## config.mk

```make
export PLATFORM = sky130hd
export DESIGN_NAME = retire_writeback
export DESIGN_NICKNAME = d
export VERILOG_FILES = /design/src/rtl/retire_writeback.sv
export SDC_FILE = /design/constraint.sdc
export NUM_CORES = 1
export LEC_CHECK = 0
export BUFFER_PORTS_ARGS = -buffer_cell sky130_fd_sc_hd__buf_2
export CAP_MARGIN = 20
export CELL_PAD_IN_SITES_DETAIL_PLACEMENT = 0
export CELL_PAD_IN_SITES_GLOBAL_PLACEMENT = 1
export CORE_ASPECT_RATIO = 0.75
export CORE_MARGIN = 3
export CORE_UTILIZATION = 43
export CTS_CLUSTER_SIZE = 12
export DETAILED_ROUTE_END_ITERATION = 6
export PLACE_DENSITY_LB_ADDON = 0.1
export SLEW_MARGIN = 5
export SYNTH_ARGS = -nofsm -noshare
export SYNTH_HDL_FRONTEND = slang
export SYNTH_SLANG_ARGS = --single-unit
export TNS_END_PERCENT = 30
```

## constraint.sdc

```tcl
create_clock -name clk -period 4.6 [get_ports clk]
set_input_delay 0.23 -clock clk [delete_from_list [all_inputs] [get_ports clk]]
set_output_delay 0.23 -clock clk [all_outputs]
set_load 0.02 [all_outputs]
```

## src/rtl/retire_writeback.sv

```systemverilog
// ----------------------------------------------------------------------------
// retire_writeback
//
// Final pipeline stage. It takes completed results from the accessor over a
// valid/ready handshake, buffers them in a two-entry in-order queue, and
// writes them to the regfile write port. S0 is the head and S1 is the skid
// entry. The block also:
//   - answers rs1/rs2 bypass lookups from the decoder,
//   - numbers every retiring instruction,
//   - raises the sticky core trap once a trapping result drains.
//
// Handshake rule (accessor -> this block):
//   A beat transfers on every posedge where accessor_valid & writeback_ready.
//   writeback_ready is derived from registered state only and never looks at
//   accessor_valid. The accessor holds its beat until the beat is taken.
//   The write port has no handshake back. The head drains on any cycle where
//   wport_ready is high.
//
// Ports:
//   clk, reset                 clock and asynchronous active-low reset
//   accessor_valid/_rd/_rd_data/_trap, writeback_ready   result input
//   wport_ready, wen, waddr, wdata                        regfile write port
//   fwd_rs1/2 -> fwd_hit1/2, fwd_data1/2                  decoder bypass
//   retire_valid, retire_order                            retirement stream
//   trap                                                  sticky core trap
//   fsm_state                                             debug view of FSM
// ----------------------------------------------------------------------------
module retire_writeback #(
  parameter int ORDER_W = 64
) (
  input  logic               clk,
  input  logic               reset,
  input  logic               accessor_valid,
  output logic               writeback_ready,
  input  logic [4:0]         accessor_rd,
  input  logic [31:0]        accessor_rd_data,
  input  logic               accessor_trap,
  input  logic               wport_ready,
  output logic               wen,
  output logic [4:0]         waddr,
  output logic [31:0]        wdata,
  input  logic [4:0]         fwd_rs1,
  input  logic [4:0]         fwd_rs2,
  output logic               fwd_hit1,
  output logic               fwd_hit2,
  output logic [31:0]        fwd_data1,
  output logic [31:0]        fwd_data2,
  output logic               retire_valid,
  output logic [ORDER_W-1:0] retire_order,
  output logic               trap,
  output logic [0:0]         fsm_state
);

  localparam logic [0:0] ST_RUN     = 1'b0;
  localparam logic [0:0] ST_TRAPPED = 1'b1;

  logic [0:0]         state_q;
  // run_en_q holds writeback_ready low until the first edge after reset
  // is released.
  logic               run_en_q;
  logic               s0_valid_q, s0_trap_q;
  logic [4:0]         s0_rd_q;
  logic [31:0]        s0_data_q;
  logic               s1_valid_q, s1_trap_q;
  logic [4:0]         s1_rd_q;
  logic [31:0]        s1_data_q;
  logic [ORDER_W-1:0] order_q;

  logic running;
  logic accept;
  logic drain;
  logic drain_trap;

  assign running         = (state_q == ST_RUN);
  assign writeback_ready = run_en_q & running & ~s1_valid_q;
  assign accept          = accessor_valid & writeback_ready;
  assign drain           = running & s0_valid_q & wport_ready;
  assign drain_trap      = drain & s0_trap_q;

  assign wen          = drain & ~s0_trap_q & (s0_rd_q != 5'd0);
  assign waddr        = s0_valid_q ? s0_rd_q : 5'd0;
  assign wdata        = s0_valid_q ? s0_data_q : 32'd0;
  assign retire_valid = drain;
  assign retire_order = order_q;
  assign trap         = (state_q == ST_TRAPPED);
  assign fsm_state    = state_q;

  // Bypass lookup. S1 holds the younger result, so it takes priority over S0.
  // Trapping entries never forward, and neither does register x0.
  function automatic logic [32:0] lookup(input logic [4:0] rs);
    logic [32:0] r;
    r = 33'd0;
    if (running && rs != 5'd0) begin
      if (s1_valid_q && !s1_trap_q && s1_rd_q == rs)
        r = {1'b1, s1_data_q};
      else if (s0_valid_q && !s0_trap_q && s0_rd_q == rs)
        r = {1'b1, s0_data_q};
    end
    return r;
  endfunction

  always_comb begin
    fwd_hit1  = 1'b0;
    fwd_data1 = 32'd0;
    fwd_hit2  = 1'b0;
    fwd_data2 = 32'd0;
    {fwd_hit1, fwd_data1} = lookup(fwd_rs1);
    {fwd_hit2, fwd_data2} = lookup(fwd_rs2);
  end

  always_ff @(posedge clk or negedge reset) begin
    if (!reset) begin
      state_q    <= ST_RUN;
      run_en_q   <= 1'b0;
      s0_valid_q <= 1'b0;
      s0_trap_q  <= 1'b0;
      s0_rd_q    <= 5'd0;
      s0_data_q  <= 32'd0;
      s1_valid_q <= 1'b0;
      s1_trap_q  <= 1'b0;
      s1_rd_q    <= 5'd0;
      s1_data_q  <= 32'd0;
      order_q    <= '0;
    end else begin
      run_en_q <= 1'b1;
      if (drain)
        order_q <= order_q + ORDER_W'(1);

      if (drain_trap) begin
        // Everything younger than the trapping beat is dropped, including a
        // beat accepted in this same cycle.
        state_q    <= ST_TRAPPED;
        s0_valid_q <= 1'b0;
        s1_valid_q <= 1'b0;
      end else if (drain) begin
        if (s1_valid_q) begin
          // While S1 is full, writeback_ready is low, so no beat can be
          // accepted in this branch.
          s0_valid_q <= 1'b1;
          s0_trap_q  <= s1_trap_q;
          s0_rd_q    <= s1_rd_q;
          s0_data_q  <= s1_data_q;
          s1_valid_q <= 1'b0;
        end else begin
          s0_valid_q <= accept;
          if (accept) begin
            s0_trap_q <= accessor_trap;
            s0_rd_q   <= accessor_rd;
            s0_data_q <= accessor_rd_data;
          end
        end
      end else if (accept) begin
        if (!s0_valid_q) begin
          s0_valid_q <= 1'b1;
          s0_trap_q  <= accessor_trap;
          s0_rd_q    <= accessor_rd;
          s0_data_q  <= accessor_rd_data;
        end else begin
          s1_valid_q <= 1'b1;
          s1_trap_q  <= accessor_trap;
          s1_rd_q    <= accessor_rd;
          s1_data_q  <= accessor_rd_data;
        end
      end
    end
  end

endmodule

```

==> results.toml <==
[synth]
syn_nets = 860
synth.most_common_cell = "dfrtp_1"
synth_common_cells = "dfrtp_1, nand2_1, mux2i_1"
syn-cell-area_mm2 = 0.00791
synth.area.top_cells = "dfrtp_1, mux2i_1, mux2_2"
yosysSeqAreaShare_pct = 45.6
synth_top_area_share_pct = 45.6
synth_cells = 807
synth_edf_count = 0
ys_ff_latch = 144
synth_area_leader_cell = "dfrtp_1"
ys.flop_type = "dfrtp_1"
yosysWarnings = 0
synth_area_per_cell_um2 = 9.80
synthArstFlopShare_pct = 100
ys_types = 45

[floorplan]
die_area_mm2 = 0.0201
rows = 42
start_util_pct = 44.4
coreArea_mm2 = 0.0178
die_w_um = 163
pin_count = 224
die_h_um = 123

[final_layout]
diodes = 0
nets = 1069
area_delta_synth_final_pct = 24.7
drive_gt1_share_pct = 31.3
fillCellCount = 1667

[setup_path]
crit_arrival_ns = 2.86
r2r_slack_ns = 1.91
crit_path_end_kind = "output pin"
crit_chain = "xor2_1, nor4_1, nand3_2, a221o_1, buf_4, nor2_1, buf_2"
critPathKind = "reg2out"
cp.required_ns = 4.37
start_kind = "flip-flop"
critPathTopFamily = "simple AND/OR/NAND/NOR gates"
cp_slowest_stage_delay_ns = 0.56
crit_fanout = 21
path_buf_inv = 2
crit_path_top_delay_cell = "a221o_1"

[clocking]
post_cts_buffers = 0
ctsHtreeMaxLevel = 4
cts_resized = 0
clock_path_buffers = 2
numClockSinks = 144
path_clk_slew_ns = 0.06
clk_latency_ns = 0.42
cts-hold-fix-buffers = 1
cts_buffers = 17
clockRootBuffer = "clkbuf_16"
cts_tree = "done"

[timing]
rsz0062_at_grt = "no"
fin_tns_setup_ns = 0
clock.fmax_mhz = 324
finalHoldViolations = 0
period_needed_ns = 3.09
fin_crit_sh_pct = 67.1
setup_violations = 0
worst_slew_pin_slew_ns = 0.806
fin_skew_ns = 0.0105
slew_headroom_pct = 46.0
holdWs_ns = 0.0571
drv_slew = 0

[detailed_routing]
ant_nets = 0
wl_mm = 22.5
vias = 6604
vias_per_cell = 5.20
routedWlPerCell_um = 17.7
dr.pass1.iters = 5
first_iter_violations = 351
drc = 0

[run_status]
outcome = "finished clean"

[global_routing]
antenna_found_initial = 1
grt_max_degree = 52
grt_pass1_wl_mm = 35.8
grt_pass1_vias = 6277
grt_overflow = 0
track_usage_pct = 22.8

[place]
gp_congestion = 0.865
hpwlAfterDp_mm = 15.9
portBuffers = 223

[hold_path]
min_path_type = "in2reg"

[pwr]
power_density_mw_per_mm2 = 481
power_mw = 4.75
ir_drop_mv = 0.239
power_leakage_nw = 5.33

[run]
maxCapViolations = 0
-- flip-flops by register name, indices dropped and copies added (netlist names) --
name	count
retire_order	64
s0_data_q	32
s1_data_q	32
s0_rd_q	5
s1_rd_q	5
fsm_state	1
run_en_q	1
s0_trap_q	1
s0_valid_q	1
s1_trap_q	1
s1_valid_q	1
-- per-layer routing --
layer | vias up | wire length [um] | share of wire (%) | GRT usage, %
met5 | - | 13 | 0.058 | 0
met2 | 215 | 9620 | 43 | 33.0
met3 | 19 | 1410 | 6.2 | 5.16
li1 | 3223 | - | - | -
met1 | 3145 | 11300 | 50 | 34.7
met4 | 2 | 224 | 0.99 | 5.23
-- final timing paths --
kind / end / start / cells after the start
max: fwd_data2[15] / s1_rd_q[4] / 7
min: s1_data_q[25] / accessor_rd_data[25] / 2
max reg2reg: retire_order[50] / s0_valid_q / 6
min reg2reg: retire_order[63] / retire_order[63] / 1
max in group asynchronous: run_en_q / reset / 3
min in group asynchronous: s1_rd_q[4] / reset / 2
-- layout by cell type, fill, tap and decap left out, types with 2 or more instances in the layout --
cell	instances
and2_1	38
a21oi_1	33
or4_1	2
o21ai_0	39
nor3_1	9
dfrtp_1	144
clkinv_4	6
buf_2	222
inv_1	5
nand2_1	96
nand2b_1	2
and3_1	13
nor2_1	60
and4_1	9
xnor2_1	39
clkbuf_16	17
nor4_2	4
xor2_1	44
nand3_2	2
buf_4	12
nor4_1	8
mux2_2	38
nor4_4	2
bufinv_16	3
nand4_1	24
nand3_1	59
mux2i_1	70
clkinvlp_4	2
-- final cells by class --
class                   count  area [um^2]  share of cell area, %
well taps                 242          303                   3.07
clock inverters            12          163                   1.65
clock buffers              19          443                   4.49
repair buffers            236         1220                   12.4
inverters                   5         18.8                  0.190
multi-input cells         612         4110                   41.6
flip-flops and latches    144         3600                   36.5
-- power by group --
group / total [mW] / switching, mW / internal, mW / leakage [nW]
sequential: 2.02 / 0.404 / 1.61 / 1.87
clock: 1.41 / 0.545 / 0.868 / 0.289
combinational: 1.32 / 0.749 / 0.567 / 3.17
total: 4.75 / 1.70 / 3.05 / 5.33
-- cell families (layout without fill, tap and decap cells) --
kind of cell | after synthesis | count (layout) | synth area share, %
xor gates and xnor gates | 83 | 83 | 9.19
buffers and inverters | 51 | 272 | 2.85
other | 1 | 1 | 0.0474
DFF | 144 | 144 | 45.6
muxes | 108 | 108 | 14.3
AOI/OAI and AO/OA | 78 | 78 | 5.17
adders and majority gates | 1 | 1 | 0.158
and+or+nand+nor | 341 | 341 | 22.7
-- stage by stage --
stage	util, %	area, um^2	instances	worst slack (ns)
floorplan	-	7910	807	2.41
global placement	51.9	9240	1238	1.86
detailed placement	51.9	9240	1238	1.88
CTS	55.3	9860	1270	1.48
global route	55.3	9860	1270	1.32
finish	55.3	9860	1270	1.51
No activity file was read; power rests on OpenSTA's default activity.
